--- config.mk ---
export PLATFORM = sky130hd
export DESIGN_NAME = seq_lut_loader_flat
export DESIGN_NICKNAME = d
export VERILOG_FILES = /design/src/rtl/seq_lut_loader_if.sv /design/src/rtl/seq_lut_loader.sv /design/src/flat_wrapper.sv
export SDC_FILE = /design/constraint.sdc
export NUM_CORES = 1
export LEC_CHECK = 0
export BUFFER_PORTS_ARGS = -buffer_cell sky130_fd_sc_hd__buf_2
export CAP_MARGIN = 15
export CORE_ASPECT_RATIO = 1.75
export CORE_UTILIZATION = 53
export CTS_CLUSTER_SIZE = 10
export DETAILED_ROUTE_END_ITERATION = 6
export GPL_TIMING_DRIVEN = 0
export MAX_ROUTING_LAYER = met4
export PLACE_DENSITY = 0.89
export SLEW_MARGIN = 25
export SYNTH_ARGS = -nofsm -noshare
export SYNTH_HDL_FRONTEND = slang
export SYNTH_SLANG_ARGS = --single-unit
--- constraint.sdc ---
create_clock -name clk -period 4.05 [get_ports clk]
set_clock_uncertainty 0.1 [all_clocks]
set_input_delay 0.2025 -clock clk [delete_from_list [all_inputs] [get_ports clk]]
set_output_delay 0.2025 -clock clk [all_outputs]
set_load 0.01 [all_outputs]
--- src/rtl/seq_lut_loader_if.sv ---
// LUT entry stream between the configuration source and the loader.
interface seq_lut_loader_if #(
    parameter int unsigned DATA_W = 29
);
    logic              cfg_valid;
    logic              cfg_ready;
    logic [DATA_W-1:0] cfg_data;
    logic              cfg_last;

    modport master (output cfg_valid, output cfg_data, output cfg_last, input cfg_ready);
    modport slave  (input cfg_valid, input cfg_data, input cfg_last, output cfg_ready);
endinterface

--- src/rtl/seq_lut_loader.sv ---
// LUT loader for the sequencer: streams entries into the LUT while the
// sequencer is held in reset, then releases it on command and re-arms on
// done/abort. Reports entry count, rotate-XOR checksum and overflow.
module seq_lut_loader #(
    parameter int unsigned DATA_W    = 29,
    parameter int unsigned LUT_DEPTH = 32,
    parameter int unsigned CNT_W     = 6
) (
    input  logic                clk,
    input  logic                reset_n_i,
    input  logic                load_req_i,
    input  logic                start_i,
    input  logic                abort_i,
    seq_lut_loader_if.slave     cfg,
    output logic                seq_reset_o,
    output logic                lut_wen_o,
    output logic [DATA_W-1:0]   lut_write_data_o,
    input  logic                seq_done_i,
    output logic [CNT_W-1:0]    entry_count_o,
    output logic [DATA_W-1:0]   checksum_o,
    output logic [2:0]          loader_state_o,
    output logic                done_o,
    output logic                err_overflow_o
);

    typedef enum logic [2:0] {
        S_IDLE  = 3'd0,
        S_LOAD  = 3'd1,
        S_ARMED = 3'd2,
        S_RUN   = 3'd3,
        S_DONE  = 3'd4,
        S_ERR   = 3'd5
    } state_t;

    localparam logic [CNT_W-1:0] DEPTH = CNT_W'(LUT_DEPTH);

    state_t              state_q;
    state_t              state_d;
    logic                done_prev_q;
    logic                not_full;
    logic                done_rise;
    logic                accept;
    logic                overflow;
    logic                enter_load;

    logic                seq_reset_d;
    logic                done_d;
    logic                wen_d;
    logic [DATA_W-1:0]   wdata_d;
    logic [CNT_W-1:0]    count_d;
    logic [DATA_W-1:0]   cks_d;
    logic                err_d;

    assign not_full       = (entry_count_o < DEPTH);
    assign done_rise      = seq_done_i & ~done_prev_q;
    assign loader_state_o = state_q;

    // State register and seq_done edge-detect history
    always_ff @(posedge clk) begin
        if (!reset_n_i) begin
            state_q     <= S_IDLE;
            done_prev_q <= 1'b0;
        end else begin
            state_q     <= state_d;
            done_prev_q <= seq_done_i;
        end
    end

    // Next state; abort beats load_req beats start, and a beat coinciding with a command is dropped
    always_comb begin
        state_d    = state_q;
        accept     = 1'b0;
        overflow   = 1'b0;
        enter_load = 1'b0;
        if (abort_i && (state_q != S_IDLE)) begin
            state_d = S_IDLE;
        end else if (load_req_i && (state_q != S_RUN)) begin
            state_d    = S_LOAD;
            enter_load = 1'b1;
        end else begin
            case (state_q)
                S_LOAD: begin
                    if (cfg.cfg_valid && not_full) begin
                        accept = 1'b1;
                        if (cfg.cfg_last) begin
                            state_d = S_ARMED;
                        end
                    end else if (cfg.cfg_valid) begin
                        overflow = 1'b1;
                        state_d  = S_ERR;
                    end
                end
                S_ARMED, S_DONE: begin
                    if (start_i) begin
                        state_d = S_RUN;
                    end
                end
                S_RUN: begin
                    if (done_rise) begin
                        state_d = S_DONE;
                    end
                end
                S_IDLE, S_ERR: ;
                default: state_d = S_IDLE;
            endcase
        end
    end

    // Output next-values; seq_reset/done follow the state being entered so they move with it
    always_comb begin
        cfg.cfg_ready = (state_q == S_LOAD) && not_full;
        seq_reset_d   = (state_d != S_RUN);
        done_d        = (state_d == S_DONE);
        wen_d         = accept;
        wdata_d       = lut_write_data_o;
        count_d       = entry_count_o;
        cks_d         = checksum_o;
        err_d         = err_overflow_o;
        if (enter_load) begin
            count_d = '0;
            cks_d   = '0;
            err_d   = 1'b0;
        end
        if (accept) begin
            wdata_d = cfg.cfg_data;
            count_d = entry_count_o + CNT_W'(1);
            cks_d   = {checksum_o[DATA_W-2:0], checksum_o[DATA_W-1]} ^ cfg.cfg_data;
        end
        if (overflow) begin
            err_d = 1'b1;
        end
    end

    // Registered outputs
    always_ff @(posedge clk) begin
        if (!reset_n_i) begin
            seq_reset_o      <= 1'b1;
            done_o           <= 1'b0;
            lut_wen_o        <= 1'b0;
            lut_write_data_o <= '0;
            entry_count_o    <= '0;
            checksum_o       <= '0;
            err_overflow_o   <= 1'b0;
        end else begin
            seq_reset_o      <= seq_reset_d;
            done_o           <= done_d;
            lut_wen_o        <= wen_d;
            lut_write_data_o <= wdata_d;
            entry_count_o    <= count_d;
            checksum_o       <= cks_d;
            err_overflow_o   <= err_d;
        end
    end

endmodule

--- src/flat_wrapper.sv ---
// flat-port wrapper written by rule: the top's interface ports become plain ports
module seq_lut_loader_flat 
#(
    parameter int unsigned DATA_W    = 29,
    parameter int unsigned LUT_DEPTH = 32,
    parameter int unsigned CNT_W     = 6
)
  (clk, reset_n_i, load_req_i, start_i, abort_i, seq_reset_o, lut_wen_o, lut_write_data_o, seq_done_i, entry_count_o, checksum_o, loader_state_o, done_o, err_overflow_o, cfg_cfg_valid, cfg_cfg_data, cfg_cfg_last, cfg_cfg_ready);
  seq_lut_loader_if #(.DATA_W(DATA_W)) cfg_i ();
  input  logic clk;
  input  logic reset_n_i;
  input  logic load_req_i;
  input  logic start_i;
  input  logic abort_i;
  output logic seq_reset_o;
  output logic lut_wen_o;
  output logic [DATA_W-1:0] lut_write_data_o;
  input  logic seq_done_i;
  output logic [CNT_W-1:0] entry_count_o;
  output logic [DATA_W-1:0] checksum_o;
  output logic [2:0] loader_state_o;
  output logic done_o;
  output logic err_overflow_o;
  input wire logic [$bits(cfg_i.cfg_valid)-1:0] cfg_cfg_valid;
  input wire logic [$bits(cfg_i.cfg_data)-1:0] cfg_cfg_data;
  input wire logic [$bits(cfg_i.cfg_last)-1:0] cfg_cfg_last;
  output wire logic [$bits(cfg_i.cfg_ready)-1:0] cfg_cfg_ready;
  assign cfg_i.cfg_valid = cfg_cfg_valid;
  assign cfg_i.cfg_data = cfg_cfg_data;
  assign cfg_i.cfg_last = cfg_cfg_last;
  assign cfg_cfg_ready = cfg_i.cfg_ready;
  seq_lut_loader #(.DATA_W(DATA_W), .LUT_DEPTH(LUT_DEPTH), .CNT_W(CNT_W)) u_core (.clk(clk), .reset_n_i(reset_n_i), .load_req_i(load_req_i), .start_i(start_i), .abort_i(abort_i), .cfg(cfg_i), .seq_reset_o(seq_reset_o), .lut_wen_o(lut_wen_o), .lut_write_data_o(lut_write_data_o), .seq_done_i(seq_done_i), .entry_count_o(entry_count_o), .checksum_o(checksum_o), .loader_state_o(loader_state_o), .done_o(done_o), .err_overflow_o(err_overflow_o));
endmodule
==> impl_metrics.yaml <==
run_status:
  run_status: "completed"
floorplan:
  core_region_area_mm2: 0.005495
  chipWidth_um: 58.95
  die_area_mm2: 0.005992
  core.rowCount: 36
  start_util: 0.5474
  ioPinCount: 109
  die_height_um: 101.7
sta:
  setup_viol: 0
  min_period_over_period: 0.4877
  tightestPinTransition_ns: 0.7532
  fin_setup_tns_ns: 0
  fmax_ghz: 0.5062
  final_max_slew_viol_count: 0
  max_slew_margin: 0.4979
  final_hold_viol_count: 0
  period_minus_slack_ns: 1.975
  final_critical_path_setup_slack_ns: 2.075
  grt_setup_unrepaired: "false"
clocking:
  clkSlewWorstSetupHoldPaths_ns: 0.07
  post_cts_resized: 0
  cts_buffer_depth: 2
  tritoncts.num_buffers: 9
  clock_insertion_delay_worst_skew_ns: 0.34
  clock_sinks: 72
  post_cts_buffers: 0
  tritoncts: "yes"
  cts_root_buffer: "sky130_fd_sc_hd__clkbuf_8"
  cts.hold.buffers_added: 3
  cts_htree_levels: 3
route:
  avgRoutedWirePerCell_um: 14.59
  detail_route.drc_violations: 0
  route.antenna.remaining_nets: 0
  vias_per_cell: 5.394
  finalWirelength_mm: 7.339
  dr.pass1.iters: 4
  initialDrtViolationCount: 104
  dr_total_vias: 2713
layout:
  stdcell_count: 503
  antennaDiodeCount: 0
  finish.net_count: 460
  mostFrequentLayoutCells: "110 x sky130_fd_sc_hd__buf_2, 72 x sky130_fd_sc_hd__dfxtp_1, 31 x sky130_fd_sc_hd__nand3_1"
  layout_commonest_cell: "sky130_fd_sc_hd__buf_2"
  layout_cells_sized_above_1: 0.3396
  layout.filler_cells: 450
  layout.area.seq_mm2: 0.001441
  multi_input_comb_area_mm2: 0.001431
  layout-area-overhead-vs-synth_pct: 29.70
logic_synthesis:
  synth_warnings: 0
  ys_seq_elements: 72
  postSynth.asyncResetShare: 0
  netlist.top_cell.by_area: "sky130_fd_sc_hd__dfxtp_1"
  synth-edff-count: 0
  synth-seq-area-share: 0.4792
  synthesis.nets: 339
  netlist-cell-type-count: 48
  yosysTopAreaCellShare: 0.4792
  postSynth.topFlopCell: "sky130_fd_sc_hd__dfxtp_1"
  mappedNetlistArea_mm2: 0.003008
  synthTopCellsByArea: "sky130_fd_sc_hd__dfxtp_1 48%, sky130_fd_sc_hd__xnor2_1 8.4%, sky130_fd_sc_hd__o2bb2ai_1 5.8%, sky130_fd_sc_hd__nand3_1 5.2%, sky130_fd_sc_hd__o2bb2ai_2 5.0%"
  syn_avg_cell_area_um2: 9.993
  syn_inst: 301
placed_design:
  dp_slack_ns: 2.073
  placed_cells_incl_taps: 484
  gp_congestion: 0.8497
  dp.final_hpwl_mm: 5.403
  portBuffers: 107
job:
  max_cap_viol_count: 0
power_and_ir_drop:
  total_power_uw: 1515
  pwr_density_cell_mw_per_mm2: 388.4
  max-vdd-ir-drop_mv: 0.3200
  power.leakage_uw: 0.001702
global_route:
  grt_antenna_before_repair: 0
  grt_pass1_vias: 2524
  grt_max_degree: 12
  groute.usage.overall: 0.2682
  gr-total-overflow: 0
  grt_first_pass_wirelength_mm: 11.65
setup_path:
  worst-path-max-fanout: 10
  crit_arrival_ns: 2.14
  startpoint_type: "register"
  timing.critical_path.required_ns: 4.21
  worst-setup-path-type: "reg -> reg"
  crit_path_end_kind: "register"
hold_path:
  hold_class: "in -> reg"
[final cells by class]
class	count	area share
multi-input combinational	203	0.3669
inverter	4	0.003849
buffer	22	0.03079
timing repair buffer	110	0.1450
clock inverter	2	0.01539
tap	76	0.02437
sequential	72	0.3695
clock buffer	14	0.04426
[layer usage]
layer,vias to the layer above,wire [µm],GRT usage
met1,1288,2848,0.2901
met4,0,223,0.1282
li1,1312,-,-
met2,95,3946,0.4467
met3,18,321,0.07024
met5,-,0,-
[logic make-up after synthesis]
kind of cell / count (synthesis) / share of synthesized area
compound gates: 81 / 0.2205
fa+ha+maj: 1 / 0.004159
buf+inv: 26 / 0.04492
xor+xnor: 30 / 0.08735
simple gates: 89 / 0.1568
flops: 72 / 0.4792
mux: 2 / 0.007071
[worst max-delay path, stage by stage (launching register included)]
cell,delay (ns)
sky130_fd_sc_hd__dfxtp_1,0.38
sky130_fd_sc_hd__buf_2,0.22
sky130_fd_sc_hd__o21ai_1,0.13
sky130_fd_sc_hd__a221oi_2,0.37
sky130_fd_sc_hd__a21boi_4,0.36
sky130_fd_sc_hd__buf_6,0.19
sky130_fd_sc_hd__o2bb2ai_1,0.14
[final timing paths]
check	slack, ns	from	cells past startpoint	to
max	2.07	u_core.loader_state_o[0]	6	u_core.checksum_o[16]
min reg2reg	0.37	u_core.lut_write_data_o[12]	2	u_core.lut_write_data_o[12]
max reg2reg	2.07	u_core.loader_state_o[0]	6	u_core.checksum_o[16]
min	0.01	cfg_cfg_data[6]	3	u_core.lut_write_data_o[6]
[synthesized netlist by cell type (2+ instances only)]
cell,instances
sky130_fd_sc_hd__dfxtp_1,72
sky130_fd_sc_hd__nand3_1,31
sky130_fd_sc_hd__nand2_1,30
sky130_fd_sc_hd__o21ai_0,29
sky130_fd_sc_hd__xnor2_1,29
sky130_fd_sc_hd__o2bb2ai_1,20
sky130_fd_sc_hd__clkbuf_1,10
sky130_fd_sc_hd__o2bb2ai_2,10
sky130_fd_sc_hd__nor2b_1,6
sky130_fd_sc_hd__buf_1,4
sky130_fd_sc_hd__buf_6,4
sky130_fd_sc_hd__inv_1,4
sky130_fd_sc_hd__nor2_1,4
sky130_fd_sc_hd__a21oi_1,3
sky130_fd_sc_hd__buf_2,3
sky130_fd_sc_hd__nand3b_1,3
sky130_fd_sc_hd__a21o_1,2
sky130_fd_sc_hd__and2_1,2
sky130_fd_sc_hd__nand2b_1,2
sky130_fd_sc_hd__nand4b_1,2
sky130_fd_sc_hd__nor3_1,2
sky130_fd_sc_hd__nor3b_1,2
sky130_fd_sc_hd__or3b_1,2
[where the power goes]
| part | switching (µW) | internal (µW) |
|---|---|---|
| clock | 253 | 398 |
| sequential | 7.32 | 718 |
| combinational | 79.1 | 59.9 |
| total | 339 | 1180 |
[state kept, by name, indices dropped and copies added (netlist names)]
name and cells:
u_core.loader_state_o 3, u_core.done_prev_q 1, u_core.seq_reset_o 1, u_core.lut_write_data_o 29
u_core.err_overflow_o 1, u_core.checksum_o 29, u_core.lut_wen_o 1, u_core.entry_count_o 6
u_core.done_o 1
[per-stage QoR]
stage / utilization / area [µm²] / hold WS (ns)
floorplan: - / 3008 / 0.2242
global placement: 0.6621 / 3638 / 0.3302
detailed placement: 0.6621 / 3638 / 0.3464
CTS: 0.7099 / 3901 / 0.001434
global route: 0.7099 / 3901 / 0.01494
finish: 0.7099 / 3901 / 0.01388
Power figures use the tool's default switching activity.
